`src/rtl/game_clock_n.sv`:
```
// N-player round-robin game clock with a shared 1 Hz prescaler.
// Define GAME_CLOCK_INCREMENT_EN to add a saturating per-move Fischer increment.
module game_clock_n #(
    parameter int p_players = 2,
    parameter int p_divider = 50_000_000,
    parameter int p_time_w  = 16,
    parameter int p_incr_w  = 8
) (
    input  logic                            i_clk_50m,
    input  logic                            i_rst,
    input  logic [p_players-1:0]            i_click,
    input  logic                            i_stop,
    input  logic                            i_restart,
    input  logic [p_time_w-1:0]             i_init_sec,
    input  logic [p_incr_w-1:0]             i_incr_sec,
    output logic [p_players*p_time_w-1:0]   o_time,
    output logic [p_players-1:0]            o_active,
    output logic [p_players-1:0]            o_loser,
    output logic [1:0]                      o_state,
    output logic                            o_tick
);

    typedef enum logic [1:0] {
        ST_IDLE  = 2'b00,
        ST_RUN   = 2'b01,
        ST_PAUSE = 2'b10,
        ST_OVER  = 2'b11
    } state_t;

    localparam int PW = (p_divider > 2) ? $clog2(p_divider) : 1;
    localparam logic [PW-1:0]       PRESC_LAST = PW'(p_divider - 1);
    localparam logic [p_time_w-1:0] LANE_ONE   = {{(p_time_w-1){1'b0}}, 1'b1};
    localparam logic [p_time_w-1:0] LANE_ZERO  = {p_time_w{1'b0}};
    localparam logic [p_players-1:0] FIRST_PLAYER = {{(p_players-1){1'b0}}, 1'b1};

    state_t                               state_q, state_d;
    logic [p_players-1:0][p_time_w-1:0]   time_q, time_d;
    logic [p_players-1:0]                 active_q, active_d;
    logic [p_players-1:0]                 loser_q, loser_d;
    logic [PW-1:0]                        presc_q, presc_d;
    logic                                 tick_q, tick_d;

    logic                                 click_ok_s;
    logic                                 term_s;
    logic [p_time_w-1:0]                  act_time_s;
    logic [p_players-1:0]                 next_active_s;

`ifdef GAME_CLOCK_INCREMENT_EN
    function automatic logic [p_time_w-1:0] sat_add(
        input logic [p_time_w-1:0] a,
        input logic [p_incr_w-1:0] b
    );
        logic [p_time_w:0] sum;
        sum = {1'b0, a} + (p_time_w+1)'(b);
        if (sum[p_time_w]) begin
            sat_add = {p_time_w{1'b1}};
        end else begin
            sat_add = sum[p_time_w-1:0];
        end
    endfunction
`else
    logic unused_incr_s;
    assign unused_incr_s = ^i_incr_sec;
`endif

    // Turn decode: accepted click, terminal count, running lane value, next player.
    always_comb begin
        click_ok_s    = |(i_click & active_q);
        term_s        = (presc_q == PRESC_LAST);
        next_active_s = {active_q[p_players-2:0], active_q[p_players-1]};
        act_time_s    = LANE_ZERO;
        for (int k = 0; k < p_players; k++) begin
            if (active_q[k]) begin
                act_time_s = act_time_s | time_q[k];
            end else begin
                act_time_s = act_time_s;
            end
        end
    end

    // Next-state logic; priority is restart, stop, click, tick.
    always_comb begin
        state_d  = state_q;
        time_d   = time_q;
        active_d = active_q;
        loser_d  = loser_q;
        presc_d  = presc_q;
        tick_d   = 1'b0;
        if (i_restart) begin
            state_d  = ST_IDLE;
            time_d   = {p_players{i_init_sec}};
            active_d = FIRST_PLAYER;
            loser_d  = {p_players{1'b0}};
            presc_d  = {PW{1'b0}};
        end else begin
            case (state_q)
                ST_IDLE: begin
                    if (click_ok_s) begin
                        state_d  = ST_RUN;
                        active_d = next_active_s;
                        presc_d  = {PW{1'b0}};
                    end else begin
                        state_d  = ST_IDLE;
                    end
                end
                ST_RUN: begin
                    if (i_stop) begin
                        state_d = ST_PAUSE;
                    end else if (click_ok_s) begin
                        active_d = next_active_s;
                        presc_d  = {PW{1'b0}};
`ifdef GAME_CLOCK_INCREMENT_EN
                        for (int k = 0; k < p_players; k++) begin
                            if (active_q[k]) begin
                                time_d[k] = sat_add(time_q[k], i_incr_sec);
                            end else begin
                                time_d[k] = time_q[k];
                            end
                        end
`endif
                    end else if (term_s) begin
                        presc_d = {PW{1'b0}};
                        // A lane already at zero ends the game without wrapping.
                        if (act_time_s == LANE_ZERO) begin
                            state_d = ST_OVER;
                            loser_d = active_q;
                        end else begin
                            tick_d = 1'b1;
                            for (int k = 0; k < p_players; k++) begin
                                if (active_q[k]) begin
                                    time_d[k] = time_q[k] - LANE_ONE;
                                end else begin
                                    time_d[k] = time_q[k];
                                end
                            end
                            if (act_time_s == LANE_ONE) begin
                                state_d = ST_OVER;
                                loser_d = active_q;
                            end else begin
                                state_d = ST_RUN;
                            end
                        end
                    end else begin
                        presc_d = presc_q + {{(PW-1){1'b0}}, 1'b1};
                    end
                end
                ST_PAUSE: begin
                    if (i_stop) begin
                        state_d = ST_RUN;
                    end else begin
                        state_d = ST_PAUSE;
                    end
                end
                ST_OVER: begin
                    state_d = ST_OVER;
                end
                default: begin
                    state_d = ST_IDLE;
                end
            endcase
        end
    end

    // State and output registers with synchronous active-low reset.
    always_ff @(posedge i_clk_50m) begin
        if (!i_rst) begin
            state_q  <= ST_IDLE;
            time_q   <= {p_players{i_init_sec}};
            active_q <= FIRST_PLAYER;
            loser_q  <= {p_players{1'b0}};
            presc_q  <= {PW{1'b0}};
            tick_q   <= 1'b0;
        end else begin
            state_q  <= state_d;
            time_q   <= time_d;
            active_q <= active_d;
            loser_q  <= loser_d;
            presc_q  <= presc_d;
            tick_q   <= tick_d;
        end
    end

    assign o_time   = time_q;
    assign o_active = active_q;
    assign o_loser  = loser_q;
    assign o_state  = state_q;
    assign o_tick   = tick_q;

endmodule
```
`config.mk`:
```
export PLATFORM = sky130hd
export DESIGN_NAME = game_clock_n
export DESIGN_NICKNAME = d
export VERILOG_FILES = /design/src/rtl/game_clock_n.sv
export SDC_FILE = /design/constraint.sdc
export NUM_CORES = 1
export LEC_CHECK = 0
export BUFFER_PORTS_ARGS = -buffer_cell sky130_fd_sc_hd__clkbuf_2
export CAP_MARGIN = 0
export CELL_PAD_IN_SITES_DETAIL_PLACEMENT = 0
export CELL_PAD_IN_SITES_GLOBAL_PLACEMENT = 1
export CORE_MARGIN = 3
export CORE_UTILIZATION = 30
export DETAILED_ROUTE_END_ITERATION = 8
export HOLD_SLACK_MARGIN = 0.03
export PLACE_DENSITY_LB_ADDON = 0.1
export SLEW_MARGIN = 25
export SYNTH_ARGS = -nofsm -noshare
export SYNTH_HDL_FRONTEND = slang
export SYNTH_SLANG_ARGS = --single-unit
export TNS_END_PERCENT = 5
```
`constraint.sdc`:
```
create_clock -name i_clk_50m -period 6 [get_ports i_clk_50m]
set_input_delay 0.9 -clock i_clk_50m [delete_from_list [all_inputs] [get_ports i_clk_50m]]
set_output_delay 0.9 -clock i_clk_50m [all_outputs]
set_load 0.02 [all_outputs]
```
# After elaboration in Yosys (flattened, before gate mapping)
# Cells that the tools add are included.
word_totals:
  ff_bits: 65
  in_bits: 30
  out_inout_bits: 39
classes:
  n_addsub: 3
  eq_ne: 16
  muxes: 30
  bitwise_logic: 7
  n_reduce_logical: 13
op_table:
  columns: ["op", "count"]
  rows:
  - ["$mux W32", 7]
  - ["$mux W26", 4]
  - ["$mux W16", 4]
  - ["$pmux W26 S2", 1]
  - ["$sub A16 B1 Y16 const B", 2]
  - ["$add A26 B1 Y26 const B", 1]
  - ["$eq A26 B26 Y1 const B", 1]
  - ["$mux W2", 10]
  - ["$eq A16 B1 Y1 const B", 1]
  - ["$logic_not A16 Y1", 1]
  - ["$or A16 B16 Y16", 1]
  - ["$ne A3 B1 Y1 const B", 4]
  - ["$ne A3 B3 Y1 const B", 4]
  - ["$reduce_and A6 Y1", 2]
  - ["$pmux W2 S4", 1]
  - ["$reduce_or A7 Y1", 1]
  - ["$not A1 Y1", 5]
  - ["$reduce_and A5 Y1", 1]
  - ["$eq A2 B2 Y1 const B", 2]
  - ["$ne A2 B2 Y1 const B", 2]
  - ["$pmux W2 S2", 1]
  - ["$reduce_and A2 Y1", 2]
  - ["$reduce_bool A2 Y1", 2]
  - ["$reduce_or A2 Y1", 2]
  - ["other kinds (6)", 7]

# Longest topological paths before layout
logic_depth:
  word_depth: 11
  ltp_mapped: 7

# Least setup slack after synthesis
# OpenSTA, ideal clock, no wires.
synth_path:
  kind: "input port to flip-flop"
  start: "input port i_click[0]"
  end: "register time_q (netlist bit o_time[0]), enable pin"
  setup_ps: 367
  t_arrival_ps: 2249
  slack_ps: 3384
  stages: 6
  n_path_buf: 1
  cell_sequence: "a22o_1 > buf_2 > nor4b_1 > nand3_1 > a21oi_1 > a21o_1"
synth_via:
  elab_chain_len: 4
synth_lines:
  columns: ["item", "line", "text"]
  rows:
  - ["start, declared", "11", "input logic [p_players-1:0] i_click,"]
  - ["$and A2 B2 Y2", "68", "click_ok_s = |(i_click & active_q);"]
  - ["$reduce_or A2 Y1", "68", null]
  - ["$ne A3 B3 Y1 (no source line)", null, null]
  - ["$reduce_and A6 Y1 (no source line)", null, null]
  - ["end signal, assigned", "168", "time_q <= {p_players{i_init_sec}};"]
  - ["end signal, assigned", "175", "time_q <= time_d;"]
  - ["end, declared", "37", "logic [p_players-1:0][p_time_w-1:0] time_q, time_d;"]
# Every way passes these cells.
# A chain may end at the register's enable or synchronous reset.

# Worst setup path after layout
layout_path:
  start: "register time_q (netlist bit o_time[4])"
  end: "register time_q (netlist bit o_time[9]), enable pin"
layout_via:
  elab_chain_len: 6
layout_lines:
  columns: ["item", "line", "text"]
  rows:
  - ["$mux W16 (*)", "73", "if (active_q[k]) begin"]
  - ["$or A16 B16 Y16", "74", "act_time_s = act_time_s | time_q[k];"]
  - ["$mux W16 (*)", "73", null]
  - ["$logic_not A16 Y1 (*)", "124", "if (act_time_s == LANE_ZERO) begin"]
  - ["$ne A3 B3 Y1 (no source line) (*)", null, null]
  - ["$reduce_and A6 Y1 (no source line) (*)", null, null]
# Mark *: on every way between the ends. The rest lies on a longest branch, timed or not.

==> metrics.yaml <==
cells_and_area:
  nets: 451
  utilization_pct: 37.9
  mostFrequentLayoutCell: "clkbuf_2"
  fillerInstances: 1167
  drive_gt1_share_pct: 19.4
  most-common-layout-cells: "clkbuf_2, nor2_1, a21oi_1, dfxtp_1, edfxtp_1"
  stdcell_count: 563
  num_antenna_cells: 0
  syn2layout_area_growth_pct: 22.7
critical_path:
  cp_max_fo: 16
  r2r_slack_ns: 3.18
  cp-start-kind: "register"
  crit_chain: "or4_1, nand4b_1, a22oi_1, a21oi_1, a21o_1"
  r2r_cells: 5
  critical_path_buf_inv_count: 0
  max_stage_delay_ns: 0.64
  cp.required_ns: 5.97
  r2r-start: "o_time[4]$_DFFE_PP_"
  regToRegEndpoint: "o_time[9]$_DFFE_PP_"
  crit_type: "reg2reg"
  crit_family: "compound AO/OA/AOI/OAI gates"
  crit_slowest_cell: "or4_1"
  end_kind: "register"
  arrival_ns: 2.79
cts:
  clock-sinks: 65
  cts_inserted_buffers: 9
  cts_resized: 0
  cts_setup_buffers: 0
  clk_pin_slew_ns: 0.06
  tritoncts: "built"
  clk_latency_ns: 0.33
  cts_hold_buf: 0
  htreeDepth: 3
  root_buffer: "clkbuf_16"
  clockBufferDepth: 2
pwr:
  pwr-share-comb_pct: 10.5
  seq_power_share_pct: 42.1
  power_switching_share_pct: 24.5
  power_density_nw_per_um2: 302
  vdd_drop_max_mv: 0.121
  cell_internal_pwr_mw: 0.945
  total_power_mw: 1.25
  cellLeakagePower_nw: 1.44
  clkPwrFrac_pct: 47.4
  power_switching_mw: 0.307
sta:
  finalSetupViolCount: 0
  final.setup.tns_ns: 0
  max_freq_mhz: 354
  min_period_ns: 2.82
  post-route-period-util_pct: 47.0
  maxSlewViolCount: 0
  tightest_slew_ns: 0.797
  slew_headroom_pct: 46.5
  fin_ws_ns: 3.18
  finalHoldViolations: 0
  finalClockSkew_ns: 0.00860
  rsz0062_at_grt: "false"
floorplan:
  dieWidth_um: 112
  core_um2: 10900
  chipHeight_um: 112
  initial_utilization_pct: 30.9
  pin_count: 69
  placementRows: 38
  die_area_um2: 12600
detailed_routing:
  drc: 0
  wl_per_cell_um: 15.5
  ant_nets: 0
  drt_iter0_markers: 123
  finalWirelength_mm: 8.72
  vias_per_cell: 5.00
  vias: 2816
  firstDrtPassIters: 4
synth:
  async_flop_share_pct: 0
  yosys-top-cells-area: "edfxtp_1, dfxtp_1, xnor2_1"
  seq_area_frac_synth_pct: 48.0
  syn_avg_cell_area_um2: 9.36
  synth_top_area_share_pct: 28.4
  netlist_instances: 361
  synth_edf_count: 32
  ys_ff_latch: 65
  synth_cell_types: 45
  synth_fp_nets: 394
  syn_area_um2: 3380
  ys_warn_count: 0
  synthFlopType: "dfxtp_1"
  yosys.area.top_type: "edfxtp_1"
grt:
  grt_pass1_vias: 2723
  antenna_found_initial: 0
  grt_pass1_wl_mm: 14.2
  grt_overflow: 0
  grt_max_degree: 45
  grt_util_all_layers_pct: 14.1
place:
  portBuffers: 60
  gp_congestion: 0.723
  place_ws_ns: 2.90
  placed_cells: 547
  place_hpwl_mm: 6.34
worst_hold_path:
  hold_start: "o_loser[1]$_SDFFE_PP0P_"
  hold-path-endpoint: "o_loser[1]$_SDFFE_PP0P_"
  hold_depth: 2
  hp-class: "reg2reg"
flow_run:
  drv_cap: 0
status:
  status: "finished, final reports clean"
-- cell usage after synthesis (all sizes together) (6+ instances only) --
master,instances
nor4,17
dfxtp,33
o21ai,10
edfxtp,32
nor2,47
nand4,9
xnor2,30
a21oi,36
xor2,14
and4,7
inv,6
nor3,11
nand3,15
clkbuf,12
nand2,27
-- power groups by stage --
stage               registers [mW]  logic [mW]  clock network (mW)
finish                       0.527       0.132               0.594
global route                 0.531       0.146               0.631
CTS                          0.527       0.134               0.611
floorplan                    0.553      0.0637                   0
global placement             0.536       0.133                   0
detailed placement           0.536       0.134                   0
-- state kept, by name (all words and copies together), names as in the netlist, named ones only --
| name | flops |
|---|---|
| o_time | 32 |
| o_state | 1 |
| o_active | 2 |
| o_tick | 1 |
| o_loser | 2 |
| presc_q | 26 |
-- layout make-up --
| type | instances | area [µm²] | area share, % |
|---|---|---|---|
| multi-input cells | 275 | 1680 | 40.6 |
| flip-flops and latches | 65 | 1620 | 39.1 |
| repair buffers | 61 | 308 | 7.43 |
| clock buffers | 10 | 229 | 5.52 |
| well taps | 140 | 175 | 4.23 |
| clock inverters | 6 | 106 | 2.57 |
| inverters | 6 | 22.5 | 0.543 |
-- worst register-to-register path, cell delays in order, from the launching register on --
cell and delay, ns:
edfxtp_1 0.47, or4_1 0.64, nand4b_1 0.32, a22oi_1 0.40, a21oi_1 0.16, a21o_1 0.46
-- worst max-delay path by stage --
stage | from | to | cells past startpoint
3_3_place_gp | i_click[0] | presc_q[25]$_SDFFE_PP0P_ | 6
2_1_floorplan | i_click[0] | o_time[0]$_DFFE_PP_ | 6
4_1_cts | o_time[4]$_DFFE_PP_ | o_time[9]$_DFFE_PP_ | 5
3_5_place_dp | i_click[0] | presc_q[25]$_SDFFE_PP0P_ | 6
5_1_grt | o_time[4]$_DFFE_PP_ | o_time[9]$_DFFE_PP_ | 5
6_report | o_time[4]$_DFFE_PP_ | o_time[9]$_DFFE_PP_ | 5
-- per-stage QoR --
step | hold slack [ns] | instance area (µm²)
after floorplan | 0.454 | 3380
after global placement | 0.471 | 3800
after detailed placement | 0.479 | 3810
after CTS | 0.486 | 4150
after global routing | 0.514 | 4150
final | 0.481 | 4150
-- cells by family after synthesis --
kind of cell / after synthesis / synth area share (%)
XOR/XNOR: 44 / 11.4
flip-flops: 65 / 48.0
AND/OR/NAND/NOR: 161 / 25.2
multiplexers: 2 / 0.592
AO/OA/AOI/OAI: 65 / 11.3
adder cells (fa/ha/maj): 3 / 1.11
buffers and inverters: 21 / 2.44
-- metal layers --
metal  vias to the layer above  GRT usage (%)  wire length [µm]
met2                        53           23.1              4120
met4                         0           6.25               136
li1                       1445              -                 -
met1                      1306           18.1              4100
met5                         -              0                 0
met3                        12           2.96               368
No activity file was read; power rests on OpenSTA's default activity.
